File: src/rtl/de_pipe_reg.sv
// D->E pipeline register: captures the decoded instruction and operands, inserts NOP bubbles,
// and while E is held it down-counts Tnew, ages the instruction and refreshes rs/rt from writeback.
module de_pipe_reg #(
    parameter int             W      = 32,
    parameter int             TNEW_W = 2,
    parameter int             AGE_W  = 8,
    parameter logic [W-1:0]   NOP    = '0
) (
    input  logic              clk,
    input  logic              reset,
    input  logic              en,
    input  logic              bubble,
    input  logic              clr,
    input  logic [W-1:0]      D_instr,
    input  logic [W-1:0]      D_pc,
    input  logic [W-1:0]      D_rs,
    input  logic [W-1:0]      D_rt,
    input  logic [W-1:0]      D_ext,
    input  logic [TNEW_W-1:0] D_tnew,
    input  logic              fwd_valid,
    input  logic [4:0]        fwd_addr,
    input  logic [W-1:0]      fwd_data,
    output logic [W-1:0]      E_instr,
    output logic [W-1:0]      E_pc,
    output logic [W-1:0]      E_rs,
    output logic [W-1:0]      E_rt,
    output logic [W-1:0]      E_ext,
    output logic [TNEW_W-1:0] E_tnew,
    output logic              E_valid,
    output logic [AGE_W-1:0]  E_age
);

    logic rs_hit;
    logic rt_hit;

    // Register 0 is hard-wired to zero, so a writeback to it must never refresh an operand.
    assign rs_hit = fwd_valid && (fwd_addr != 5'd0) && (fwd_addr == E_instr[25:21]);
    assign rt_hit = fwd_valid && (fwd_addr != 5'd0) && (fwd_addr == E_instr[20:16]);

    always_ff @(posedge clk or negedge reset) begin
        if (!reset) begin
            E_instr <= NOP;
            E_pc    <= '0;
            E_rs    <= '0;
            E_rt    <= '0;
            E_ext   <= '0;
            E_tnew  <= '0;
            E_valid <= 1'b0;
            E_age   <= '0;
        end else if (clr || (en && bubble)) begin
            E_instr <= NOP;
            E_pc    <= '0;
            E_rs    <= '0;
            E_rt    <= '0;
            E_ext   <= '0;
            E_tnew  <= '0;
            E_valid <= 1'b0;
            E_age   <= '0;
        end else if (en) begin
            E_instr <= D_instr;
            E_pc    <= D_pc;
            E_rs    <= D_rs;
            E_rt    <= D_rt;
            E_ext   <= D_ext;
            E_tnew  <= D_tnew;
            E_valid <= 1'b1;
            E_age   <= '0;
        end else begin
            // Held: Tnew and age both saturate rather than wrap.
            if (E_tnew != '0)
                E_tnew <= E_tnew - TNEW_W'(1);
            if (E_age != '1)
                E_age <= E_age + AGE_W'(1);
            if (rs_hit)
                E_rs <= fwd_data;
            if (rt_hit)
                E_rt <= fwd_data;
        end
    end

endmodule
File: config.mk
export PLATFORM = sky130hd
export DESIGN_NAME = de_pipe_reg
export DESIGN_NICKNAME = d
export VERILOG_FILES = /design/src/rtl/de_pipe_reg.sv
export SDC_FILE = /design/constraint.sdc
export NUM_CORES = 1
export LEC_CHECK = 0
export ABC_CLOCK_PERIOD_IN_PS = 1780
export CORE_ASPECT_RATIO = 1.2
export CORE_MARGIN = 4
export CORE_UTILIZATION = 36
export DETAILED_ROUTE_END_ITERATION = 8
export GPL_TIMING_DRIVEN = 1
export PLACE_DENSITY = 0.77
export RECOVER_POWER = 50
export SLEW_MARGIN = 5
export SYNTH_ARGS = -nofsm -noshare
export SYNTH_HDL_FRONTEND = slang
export SYNTH_SLANG_ARGS = --single-unit
File: constraint.sdc
create_clock -name clk -period 1.78 [get_ports clk]
set_input_delay 0.445 -clock clk [delete_from_list [all_inputs] [get_ports clk]]
set_output_delay 0.445 -clock clk [all_outputs]
set_load 0.02 [all_outputs]
==> summary.md <==
| Metric | Value |
|---|---|
| Syn. warnings | `0` |
| Switch share | `a little over a quarter` |
| Worst EP required | `around 2.1 ns` |
| Post-route cell area | `12480 sq um` |
| DIE HEIGHT | `163.8 microns` |
| Fin crit share | `103.5%` |
| Syn-to-layout area delta | `71.43%` |
| Top Ports | `between 300 and 400` |
| Crit Path Class | `in2reg` |
| Vias in the first global route | `around 6800` |
| Area share of the largest cell type after synthesis | `58.78%` |
| TritonCTS clock tree | `built` |
| HPWL Detailed | `18.77 mm` |
| DP Area | `roughly 12000 sq um` |
| Power per cell area | `roughly 800 nW/um^2` |
| # rows | `56` |
| Synth Cell Area | `7279 sq um` |
| Residual DRC count | `0` |
| Clock share of power | `around 39%` |
| Max FO, Critical Path | `8` |
| Placer Congestion | `approximately 0.83` |
| Buf+Inv Stages, Crit Path | `5` |
| Global-route wire length before repair | `roughly 38 mm` |
| Hold path start | `clr` |
| Average wire per standard cell | `20.12 microns` |
| Slew margin rel. | `around 42%` |
| Switching power | `~2.6 mW` |
| Worst r2r src | `E_instr[22]` |
| VDD IR max | `0.5732 mV` |
| Global-route congestion overflow total | `0` |
| Slowest cell on the critical path | `or4_4` |
| Crit. End Element | `register` |
| Combinational share of power | `18.9%` |
| Layout cells sized above 1 | `~17%` |
| Distinct cells, synth | `32` |
| Detail Route Antenna Nets | `0` |
| Mapped Avg Cell Area | `between 10 and 15 sq um` |
| Peak Freq | `543.0 MHz` |
| Worst Tran Pin Value | `approximately 0.87 ns` |
| CP top delay family | `buffers and inverters` |
| CP peak stage delay | `between 0.5 and 0.6 ns` |
| Tot GR Track Use | `between 20% and 30%` |
| Status | `finished with violations` |
| WL final | `25.94 mm` |
| Int Power | `7.334 mW` |
| Critical Path Start Type | `primary input` |
| Later-pin clock latency in the skew report | `approximately 0.42 ns` |
| Vias/cell | `around 5` |
| Clk pin slew, worst setup/hold paths | `approximately 0.06 ns` |
| Critical path cell sequence | `clkbuf_2 -> or4_4 -> o21ai_4 -> buf_4 -> buf_6 -> o31ai_4 -> buf_12 -> clkbuf_16 -> mux2_4` |
| Synth Net Count | `between 800 and 900` |
| Hold Path Class | `in2reg` |
| Synth top area cells | `dfrtp_1 (59%), a22o_1 (12%), mux2_2 (9.3%)` |
| Reg power frac | `~42%` |
| FF-to-FF path depth | `6` |
| Min Tclk post-route | `~1.8 ns` |
| Final Skew | `about 0.010 ns` |
| Post-synthesis cell count | `604` |
| Area leader, netlist | `dfrtp_1` |
| Largest net degree at the start of global routing | `between 60 and 70` |
| Die Wd | `between 100 and 150 microns` |
| Final slew viol count | `0` |
| Hold endpoint | `E_valid` |
| Final-report setup violation count | `32` |
| Initial antenna violation count | `3` |
| Drt first pass iters | `4` |
| Reg-to-reg critical path endpoint | `E_rs[29]` |
| H-tree Lvls | `4` |
| Post-synthesis register bit count | `approximately 170` |
| Die ar. | `roughly 23000 sq um` |
| Seq/Total Area, Yosys | `58.78%` |
| Via count | `about 6400` |
| Port Buf Inserts | `about 380` |
| Crit path DAT | `roughly 2.1 ns` |
| Starting Density | `36.97%` |
| Overall power | `around 10 mW` |
| R2R Setup Slk | `-0.03 ns` |
| Fillers | `1619` |
| # nets final | `about 1200` |
| Failing checks | `setup timing` |
| Post-place setup slack | `-0.6496 ns` |
| Unrepaired setup endpoints after global routing | `yes` |
| Lkg Pwr | `6.393 nW` |
| Clock Tree Root | `clkbuf_16` |
| Worst setup margin | `-0.06157 ns` |
| # clock sinks | `171` |
| Clock Path Buffers | `2` |
| TritonCTS buffer count | `17` |
| Final hold vios | `0` |
| Core area | `between 15000 and 20000 sq um` |
| Hold path cells | `3` |
| 1st-iter DRT viols | `237` |
| Max-cap violations | `0` |
[power groups by stage]
| stage | clock, mW | combinational (mW) | sequential [mW] |
|---|---|---|---|
| 2_1_floorplan | 0 | 0.466 | 4.50 |
| 3_3_place_gp | 0 | 1.88 | 4.27 |
| 3_5_place_dp | 0 | 1.90 | 4.27 |
| 4_1_cts | 3.95 | 1.86 | 4.20 |
| 5_1_grt | 4.11 | 2.01 | 4.23 |
| 6_report | 3.88 | 1.89 | 4.20 |
[what timing repair did]
action / 4_1_cts / 5_1_grt
buffers inserted: 8 / 11
gates cloned: 3 / 3
gates resized for setup: 220 / 56
pin swaps: 4 / 10
setup endpoints to repair: 235 / 67
hold endpoints to repair: 24 / 0
hold buffers: 1 / 0
[how the worst max path moves through the flow]
| stage | depth (start not counted) | startpoint | slack [ns] | endpoint |
|---|---|---|---|---|
| floorplan | 5 | fwd_addr[1] | -0.08 | E_rt[11] |
| global placement | 6 | fwd_addr[1] | -0.64 | E_rs[7] |
| detailed placement | 6 | fwd_addr[1] | -0.65 | E_rt[12] |
| CTS | 7 | E_instr[20] | -0.15 | E_rt[21] |
| global route | 6 | E_instr[23] | -0.1 | E_rs[27] |
| finish | 9 | fwd_addr[3] | -0.06 | E_rs[29] |
[cells by family (layout without fill, tap and decap cells)]
family,after synthesis,after routing,synth area share [%]
other,0,2,0
xor gates and xnor gates,13,13,1.564
AOI/OAI and AO/OA,180,180,17.89
adders and majority gates,2,2,0.3437
and+or+nand+nor,121,121,7.804
DFF,171,171,58.78
buffers and inverters,52,474,3.369
muxes,65,65,10.24
[per-stage QoR]
step / hold slack (ns) / utilization, % / TNS, ns / cells
2_1_floorplan: 0.1494 / - / -3.355 / 604
3_3_place_gp: 0.3488 / 59.13 / -54.18 / 1235
3_5_place_dp: 0.3504 / 59.13 / -56.63 / 1235
4_1_cts: 0.3999 / 62.77 / -3.875 / 1279
5_1_grt: 0.4269 / 63.38 / -2.518 / 1289
6_report: 0.4302 / 63.38 / -1.133 / 1289
[per-layer routing]
layer	wire length (microns)	track usage, %	part of all wire, %	vias to the layer above
met5	0	0	0	-
met4	584	6.559	2.3	0
met3	2704	8.150	10	34
met2	12930	38.52	50	290
met1	9714	25.13	37	3096
li1	-	-	-	2994
[cell usage in the layout (no fill, tap or decap), types with 2 or more instances in the layout]
cell type,n
clkdlybuf4s50_1,196
ha_1,2
nand3_1,4
inv_1,3
clkbuf_4,2
buf_4,35
a21oi_1,71
nand2_1,68
xnor2_1,9
nor2_1,6
nand2b_1,32
buf_6,5
clkdlybuf4s15_1,2
clkbuf_1,4
a31oi_1,3
bufinv_16,3
a22o_1,96
o31ai_4,2
xnor2_2,4
a211oi_1,2
dlygate4sd2_1,168
nor2b_1,2
buf_12,12
diode_2,2
inv_6,5
dfrtp_1,169
clkbuf_2,10
clkinv_4,3
dfrtp_2,2
mux2_4,64
clkbuf_16,19
[layout make-up]
cell class / instances / area [sq um] / area share, %
diodes: 2 / 5.005 / 0.04010
clock inverters: 14 / 183.9 / 1.474
multi-input cells: 381 / 3060 / 24.52
well taps: 261 / 326.6 / 2.617
inverters: 3 / 11.26 / 0.09023
clock buffers: 18 / 429.2 / 3.439
flip-flops and latches: 171 / 4282 / 34.31
repair buffers: 439 / 4182 / 33.51
[Yosys cell counts]
| library cell | number |
|---|---|
| or4_1 | 1 |
| nor3b_1 | 1 |
| and2_1 | 1 |
| inv_1 | 3 |
| ha_1 | 2 |
| nor2b_1 | 3 |
| and4_1 | 1 |
| o21ai_2 | 1 |
| o31ai_2 | 2 |
| xnor2_1 | 13 |
| mux2i_1 | 1 |
| a21oi_1 | 71 |
| buf_1 | 6 |
| and3_1 | 1 |
| buf_6 | 6 |
| o21ai_0 | 1 |
| nand2_1 | 68 |
| a41oi_1 | 1 |
| a311oi_1 | 1 |
| or2_2 | 1 |
| mux2_4 | 4 |
| buf_2 | 4 |
| a31oi_1 | 4 |
| nand2b_1 | 32 |
| mux2_2 | 60 |
| a211oi_1 | 2 |
| a41o_1 | 1 |
| a22o_1 | 96 |
| clkbuf_1 | 33 |
| dfrtp_1 | 171 |
| nand3_1 | 5 |
| nor2_1 | 7 |
[sequential cells by signal (all words and copies together), names as in the netlist]
| signal | cells |
|---|---|
| E_rt | 32 |
| E_tnew | 2 |
| E_instr | 32 |
| E_age | 8 |
| E_rs | 32 |
| E_pc | 32 |
| E_ext | 32 |
| E_valid | 1 |
[tightest hold or removal path: cells and delay by family]
| family | cells | cell delay [ns] |
|---|---|---|
| buffers and inverters | 2 | 0.32 |
| AO/OA/AOI/OAI | 1 | 0.04 |
Power figures use the tool's default switching activity.
